[config.mk]
export PLATFORM = sky130hd
export DESIGN_NAME = hazard_controller
export DESIGN_NICKNAME = d
export VERILOG_FILES = /design/src/rtl/pipe_pkg.sv /design/src/rtl/load_use_detect.sv /design/src/rtl/hazard_controller.sv
export SDC_FILE = /design/constraint.sdc
export NUM_CORES = 1
export LEC_CHECK = 0
export ABC_AREA = 1
export CAP_MARGIN = 10
export CORE_MARGIN = 4
export CORE_UTILIZATION = 27
export DETAILED_ROUTE_END_ITERATION = 16
export PLACE_DENSITY = 0.76
export SYNTH_ARGS = -nofsm -noshare
export SYNTH_HDL_FRONTEND = slang
export SYNTH_SLANG_ARGS = --single-unit
[constraint.sdc]
create_clock -name clock -period 1.1 [get_ports clock]
set_input_delay 0.22 -clock clock [delete_from_list [all_inputs] [get_ports clock]]
set_output_delay 0.22 -clock clock [all_outputs]
set_load 0.02 [all_outputs]
[src/rtl/pipe_pkg.sv]
// Shared pipeline decode constants and the multdiv sequencing state type
// used by the hazard controller and its load-use detector.
package pipe_pkg;

  localparam logic [4:0] OP_ALU = 5'b00000;
  localparam logic [4:0] OP_LW  = 5'b01000;
  localparam logic [4:0] OP_SW  = 5'b00111;
  localparam logic [4:0] OP_BNE = 5'b00010;
  localparam logic [4:0] OP_BLT = 5'b00110;
  localparam logic [4:0] OP_JR  = 5'b00100;

  localparam logic [4:0] ALU_MUL = 5'b00110;
  localparam logic [4:0] ALU_DIV = 5'b00111;

  localparam int OPCODE_MSB = 31;
  localparam int OPCODE_LSB = 27;
  localparam int RD_MSB     = 26;
  localparam int RD_LSB     = 22;
  localparam int RS_MSB     = 21;
  localparam int RS_LSB     = 17;
  localparam int RT_MSB     = 16;
  localparam int RT_LSB     = 12;
  localparam int ALUOP_MSB  = 6;
  localparam int ALUOP_LSB  = 2;

  typedef enum logic [1:0] {
    IDLE    = 2'd0,
    MD_BUSY = 2'd1,
    MD_DONE = 2'd2
  } md_state_t;

endpackage

[src/rtl/load_use_detect.sv]
// Combinational load-use hazard detection between the FD and DX latches.
module load_use_detect
  import pipe_pkg::*;
(
  input  logic [31:0] fd_insn,
  input  logic [31:0] dx_insn,
  output logic        hazard
);

  logic [4:0] fd_op;
  logic [4:0] fd_rd;
  logic [4:0] fd_rs;
  logic [4:0] fd_rt;
  logic [4:0] dx_op;
  logic [4:0] dx_rd;
  logic       dx_is_load;
  logic       fd_is_rtype;
  logic       fd_reads_rd;
  logic       rs_match;
  logic       rt_match;
  logic       rd_match;
  logic       unused_insn_bits;

  assign fd_op = fd_insn[OPCODE_MSB:OPCODE_LSB];
  assign fd_rd = fd_insn[RD_MSB:RD_LSB];
  assign fd_rs = fd_insn[RS_MSB:RS_LSB];
  assign fd_rt = fd_insn[RT_MSB:RT_LSB];
  assign dx_op = dx_insn[OPCODE_MSB:OPCODE_LSB];
  assign dx_rd = dx_insn[RD_MSB:RD_LSB];

  assign dx_is_load  = (dx_op == OP_LW) && (dx_rd != 5'd0);
  assign fd_is_rtype = (fd_op == OP_ALU);
  // sw reads rd as store data, which the WM bypass supplies, so it is left out here.
  assign fd_reads_rd = (fd_op == OP_BNE) || (fd_op == OP_BLT) || (fd_op == OP_JR);

  assign rs_match = (fd_rs == dx_rd);
  assign rt_match = fd_is_rtype && (fd_rt == dx_rd);
  assign rd_match = fd_reads_rd && (fd_rd == dx_rd);

  assign hazard = dx_is_load && (rs_match || rt_match || rd_match);

  assign unused_insn_bits = ^{fd_insn[11:0], dx_insn[21:0]};

endmodule

[src/rtl/hazard_controller.sv]
// Pipeline stall/flush scheduler: load-use stalls, multdiv sequencing, branch flushes.
// Optional performance counters are enabled with `define HAZARD_PERF_EN.
module hazard_controller
  import pipe_pkg::*;
#(
  parameter int MD_MAX_CYCLES = 40,
  parameter int CNT_W         = 6
) (
  input  logic        clock,
  input  logic        reset,
  input  logic [31:0] fd_insn,
  input  logic [31:0] dx_insn,
  input  logic        branch_taken,
  input  logic        md_ready,
  output logic        md_start,
  output logic        md_busy,
  output logic        stall_pc,
  output logic        stall_fd,
  output logic        stall_dx,
  output logic        nop_dx,
  output logic        nop_xm,
  output logic        flush_fd,
  output logic        md_timeout
`ifdef HAZARD_PERF_EN
  ,
  output logic [31:0] perf_lu_stalls,
  output logic [31:0] perf_md_stalls,
  output logic [31:0] perf_flushes
`endif
);

  md_state_t        state;
  md_state_t        state_next;
  logic [CNT_W-1:0] cnt;
  logic [CNT_W-1:0] cnt_next;
  logic             lu_hazard;
  logic             dx_is_muldiv;

  load_use_detect u_load_use_detect (
    .fd_insn (fd_insn),
    .dx_insn (dx_insn),
    .hazard  (lu_hazard)
  );

  assign dx_is_muldiv = (dx_insn[OPCODE_MSB:OPCODE_LSB] == OP_ALU) &&
                        ((dx_insn[ALUOP_MSB:ALUOP_LSB] == ALU_MUL) ||
                         (dx_insn[ALUOP_MSB:ALUOP_LSB] == ALU_DIV));

  always_ff @(posedge clock) begin
    if (reset) begin
      state <= IDLE;
      cnt   <= '0;
    end else begin
      state <= state_next;
      cnt   <= cnt_next;
    end
  end

  always_comb begin
    state_next = state;
    cnt_next   = cnt;
    md_start   = 1'b0;
    md_busy    = 1'b0;
    stall_pc   = 1'b0;
    stall_fd   = 1'b0;
    stall_dx   = 1'b0;
    nop_dx     = 1'b0;
    nop_xm     = 1'b0;
    flush_fd   = 1'b0;
    md_timeout = 1'b0;

    case (state)
      IDLE: begin
        cnt_next = '0;
        // A mul/div sitting behind a taken branch is wrong-path and must not start.
        if (dx_is_muldiv && !branch_taken) begin
          md_start   = 1'b1;
          state_next = MD_BUSY;
        end
      end
      MD_BUSY: begin
        md_busy  = 1'b1;
        stall_pc = 1'b1;
        stall_fd = 1'b1;
        stall_dx = 1'b1;
        nop_xm   = 1'b1;
        cnt_next = cnt + CNT_W'(1);
        if (md_ready) begin
          state_next = MD_DONE;
        end else if (cnt == CNT_W'(MD_MAX_CYCLES - 1)) begin
          md_timeout = 1'b1;
          state_next = MD_DONE;
        end
      end
      MD_DONE: begin
        state_next = IDLE;
      end
      default: begin
        state_next = IDLE;
      end
    endcase

    if (state != MD_BUSY) begin
      if (branch_taken) begin
        flush_fd = 1'b1;
        nop_dx   = 1'b1;
      end else if (lu_hazard) begin
        stall_pc = 1'b1;
        stall_fd = 1'b1;
        nop_dx   = 1'b1;
      end
    end

    // Reset outranks every other request, including the combinational ones.
    if (reset) begin
      md_start   = 1'b0;
      md_busy    = 1'b0;
      stall_pc   = 1'b0;
      stall_fd   = 1'b0;
      stall_dx   = 1'b0;
      nop_dx     = 1'b0;
      nop_xm     = 1'b0;
      flush_fd   = 1'b0;
      md_timeout = 1'b0;
    end
  end

`ifdef HAZARD_PERF_EN
  logic lu_evt;

  assign lu_evt = stall_pc && !md_busy;

  always_ff @(posedge clock) begin
    if (reset) begin
      perf_lu_stalls <= '0;
      perf_md_stalls <= '0;
      perf_flushes   <= '0;
    end else begin
      if (lu_evt && (perf_lu_stalls != 32'hFFFF_FFFF)) begin
        perf_lu_stalls <= perf_lu_stalls + 32'd1;
      end
      if (md_busy && (perf_md_stalls != 32'hFFFF_FFFF)) begin
        perf_md_stalls <= perf_md_stalls + 32'd1;
      end
      if (flush_fd && (perf_flushes != 32'hFFFF_FFFF)) begin
        perf_flushes <= perf_flushes + 32'd1;
      end
    end
  end
`endif

endmodule

* After elaboration in Yosys (flattened, before gate mapping)
Index checks and enable logic that the tools add are counted.
** Storage, ports and cells
- Bits in registers :: 8
- Bits in latches :: 0
- Bits in writable memories :: 0
- Memory bits (read-only) :: 0
- Bits of input ports :: 68
- Output and inout port bits :: 9
- Word-level logic and storage cells :: 60
- Memories :: 0
** Operators by class
- $add $sub $neg :: 1
- $mul :: 0
- Div/mod/pow operators :: 0
- Order comparisons :: 0
- Equality and inequality tests :: 14
- Shifts and indexed selects :: 0
- Mux-type cells :: 25
- Bitwise logic cells :: 0
- Reduce and logical (&&, ||, !) cells :: 18
** Operators by type and width (number)
- $eq A5 B3 Y1 const B :: 4
- $mux W1 :: 20
- $eq A5 B5 Y1 :: 3
- $pmux W6 S2 :: 1
- $logic_not A5 Y1 :: 2
- $add A6 B1 Y6 const B :: 1
- $eq A6 B6 Y1 const B :: 1
- $logic_and A1 B1 Y1 :: 6
- $mux W2 :: 3
- $eq A5 B2 Y1 const B :: 1
- $eq A5 B4 Y1 const B :: 1
- $logic_or A1 B1 Y1 :: 5
- $reduce_bool A5 Y1 :: 1
- $pmux W2 S2 :: 1
- $ne A3 B3 Y1 const B :: 1
- $eq A2 B1 Y1 const B :: 1
- $logic_not A2 Y1 :: 1
- $ne A2 B1 Y1 const B :: 1
- $ne A2 B2 Y1 const B :: 1
- $reduce_and A2 Y1 :: 1
- $reduce_bool A2 Y1 :: 1
- $logic_not A1 Y1 :: 1

* Longest topological paths before layout
- Word-level depth :: 10
- Gate-level depth with buffers :: 11
- Gate-level depth less buffers :: 10

* By module
Synthesis repeated with hierarchy kept, for this count alone.
** Unflattened totals
- Cells, all modules :: 167
- Area, all modules :: 900.9 um^2
** By module, submodules not included
- hazard_controller :: instances 1, cells an instance 85, area each 551.8 um^2, seq. area each 160.2 um^2
- load_use_detect :: instances 1, cells an instance 82, area each 349.1 um^2, seq. area each 0.0 um^2

* Worst setup path before layout
Ideal clock, no wire load.
- Path type :: register to output
- From :: reg state[1]
- To :: out stall_pc
- Data arrival time :: 1391 ps
- Required time :: 880 ps
- Setup slack :: -511 ps
- Stages on the path, launching flop included :: 7
- Buffers on the path :: 1
- Cell sequence :: dfxtp_1 > nor2_2 > inv_2 > nor2_1 > inv_2 > nand2_1 > buf_4
** On the way
- Cells in the longest elaborated chain, start to end :: 6
- Elaborated cells between the ends (all ways) :: 7
- Those cells by class :: 2 x eq/ne; 5 x mux
** Ends and longest elaborated chain
- start, declared :: line hazard_controller.sv:32 : md_state_t state;
- start signal, assigned :: line hazard_controller.sv:54 : state <= state_next;
- $eq A2 B1 Y1
- $mux W1 (3 in a row)
- $mux W1 * (2 in a row)
- end, declared :: line hazard_controller.sv:17 : output logic stall_pc,
Mark *: on every way between the ends. The rest lies on a longest branch, timed or not.

* Worst setup path after layout
- From :: reg state[0]
- To :: out stall_fd
** On the way
- Cells in the longest elaborated chain, start to end :: 6
- Elaborated cells between the ends (all ways) :: 7
- Those cells by class :: 2 x eq/ne; 5 x mux
** Ends and longest elaborated chain
- $eq A2 B1 Y1 :: line hazard_controller.sv:72 : case (state)
- $mux W1 :: line hazard_controller.sv:72
- $mux W1 :: line hazard_controller.sv:107 : end else if (lu_hazard) begin
- $mux W1 :: line hazard_controller.sv:104 : if (branch_taken) begin
- $mux W1 * :: line hazard_controller.sv:103 : if (state != MD_BUSY) begin
- $mux W1 * :: line hazard_controller.sv:115 : if (reset) begin
- end, declared :: line hazard_controller.sv:18 : output logic stall_fd,
Marked as above.

==> impl_metrics.ini <==
[status]
status = finished, violations left
violations = negative setup slack

[route]
drc_errors = 0
route.detailed.wl_per_inst_um = 10.6
drtIter0Drc = 21
via_per_inst = 4.50
drt_first_pass_iters = 4
totalWireLength_mm = 2.61
detail-route-antenna-nets = 0
vias = 1112

[worst_setup_path]
worst_setup_path_start_kind = flop
cp.required_ns = 0.88
timing.critical_path.mode_cell = inv_2
path_cells = inv_2 -> nor2_4 -> inv_2 -> nor2_4 -> inv_2 -> nand2_4 -> buf_6
cp-end-kind = output pin
critPathMaxFanout = 3
arrival_ns = 1.23
critPathSlowestCell = dfxtp_2
path_class = flop to output pin
max_stage_delay_ns = 0.34

[synth]
synth.area.top_cells = nand2_1, dfxtp_1, inv_1
syn_nets = 215
async_flop_share = 0
synth_edf_count = 0
synth.avg_cell_area_um2 = 5.58
ys_seq_elements = 8
yosys_warnings = 0
yosysTopAreaCell = nand2_1
synth_top_area_share = 0.198
synth_cell_type_count = 27
synth.cell_area_um2 = 815
synthCells = 146
synthFlopType = dfxtp_1
ys_seq_area_frac = 0.197

[timing]
finalMaxSlewViolations = 0
holdWs_ns = 0.536
finalSetupViolCount = 11
worstMarginPinSlew_ns = 0.353
post-route-period-util = 1.32
fin_ws_ns = -0.352
finalHoldViolCount = 0
period_needed_ns = 1.45
clock-skew-final_ns = 0.000754
rsz0062_at_grt = yes
max_freq_mhz = 689
slew_headroom = 0.763

[clock_network]
cts.sinks = 8
cts_hold_buf = 0
clk_latency_ns = 0.25
clk_pin_slew_ns = 0.05
clock_path_buffers = 2
cts_root_buf = clkbuf_4
h-tree-depth = 1
cts_made_buffers = 3
tritoncts = done

[place]
place_congestion = 0.798
hpwl_mm = 1.95
portBuffers = 46
dpl_worst_slack_ns = -1.23

[final_layout]
utilization = 0.597
drive_gt1_frac = 0.565
diodes = 0
syn_to_final_growth_pct = 107
nets = 287

[floorplan]
core_area_um2 = 2830
rows = 19
ioPinCount = 77
die-area_um2 = 3960
fp.dieW_um = 62.9
start_util = 0.288
die_h_um = 62.9

[power_and_ir_drop]
p_per_area_nw_per_um2 = 482
p_leak_nw = 0.835
p_total_mw = 0.814
p_sw_mw = 0.235
p_int_mw = 0.579
switching_share = 0.289
pwr-share-seq = 0.353
pwr-share-comb = 0.379
pwr-share-clk = 0.268
peakVddDrop_uv = 214

[global_routing]
grt_first_pass_wirelength_mm = 4.33
grt_pass1_vias = 1082
grt_max_degree = 7
overflow = 0
grt_usage = 0.133
antenna_found_initial = 0

[flow_run]
drv_cap = 0

[hold_path]
hold_path_class = input port to flop
[cell usage in the layout (no fill, tap or decap), types with 2 or more instances in the layout]
cell,instances
dfxtp_1,3
nor3_1,2
nor2_2,3
buf_4,19
nor2_1,15
buf_6,28
clkdlybuf4s15_2,2
nand2_2,7
inv_1,14
dlygate4sd2_1,7
dfxtp_2,4
nand2_4,2
nor3b_2,2
nand2_1,34
nor2_4,8
clkbuf_4,3
xor2_1,3
nand3_2,7
inv_2,16
clkdlybuf4s15_1,4
a21oi_1,2
buf_2,10
nand4_1,2
[per-layer routing]
layer / share of wire / up-vias / routed length [um] / track usage
met4: 0.034 / 0 / 88 / 0.0744
met2: 0.51 / 49 / 1320 / 0.233
met5: 0 / - / 0 / 0
li1: - / 580 / - / -
met1: 0.38 / 473 / 986 / 0.147
met3: 0.083 / 10 / 216 / 0.0288
[power by group through the flow]
stage / registers (mW) / clock network, mW / logic [mW]
after floorplan: 0.296 / 0 / 0.104
after detailed placement: 0.296 / 0 / 0.291
after global routing: 0.287 / 0.258 / 0.342
final: 0.287 / 0.218 / 0.309
after global placement: 0.296 / 0 / 0.288
after CTS: 0.287 / 0.227 / 0.299
[final timing paths]
| path | startpoint | to | slack [ns] | cells past startpoint |
|---|---|---|---|---|
| hold / removal | reset | cnt[1] | 0.54 | 3 |
| setup / recovery | state[0] | stall_fd | -0.35 | 7 |
| setup reg to reg | state[0] | state[0] | -0.08 | 6 |
| hold reg to reg | cnt[1] | cnt[1] | 0.60 | 3 |
[per-stage QoR]
step	area, um^2	cells	setup TNS (ns)
floorplan	862	146	-0.375
global placement	1460	236	-9.96
detailed placement	1460	236	-10.15
CTS	1610	245	-2.50
global route	1690	247	-3.82
finish	1690	247	-2.94
[worst max-delay path, delay by kind of cell (launching register included)]
kind | cells | cell delay [ns]
buf+inv | 4 | 0.31
flops | 1 | 0.34
simple gates | 3 | 0.33
[synth_stat cells (2+ instances only)]
cell type and number:
a21oi_1 4, buf_4 3, dfxtp_1 8, inv_1 24
inv_2 7, nand2_1 43, nand3_1 6, nand3_2 2
nand4_1 2, nor2_1 24, nor2_2 2, nor3_1 3
nor3b_1 2, xor2_1 3
[flip-flops by register name, summed over array words and instances, names as in the netlist]
| signal | cells |
|---|---|
| state | 2 |
| cnt | 6 |
[layout make-up]
| type | count | area [um^2] |
|---|---|---|
| inverter | 31 | 119 |
| clock buffer | 3 | 22.5 |
| fill | 263 | 1140 |
| timing repair buffer | 71 | 642 |
| sequential | 8 | 169 |
| tap | 31 | 38.8 |
| multi-input combinational | 103 | 698 |
[kinds of logic after synthesis]
kind of cell / Yosys count / synth area share
xor gates and xnor gates: 4 / 0.0430
and+or+nand+nor: 89 / 0.492
buffers and inverters: 35 / 0.175
DFF: 8 / 0.197
adders and majority gates: 1 / 0.0154
AOI/OAI and AO/OA: 9 / 0.0783
[repair_timing]
action                                  in CTS  in global routing
endpoints found under the setup margin      14                 14
hold endpoints to repair                     0                  0
pin swaps                                   53                 14
gates resized for setup                    218                 19
setup buffers                                7                  5
Note: power is estimated with default switching activity, not from simulation.
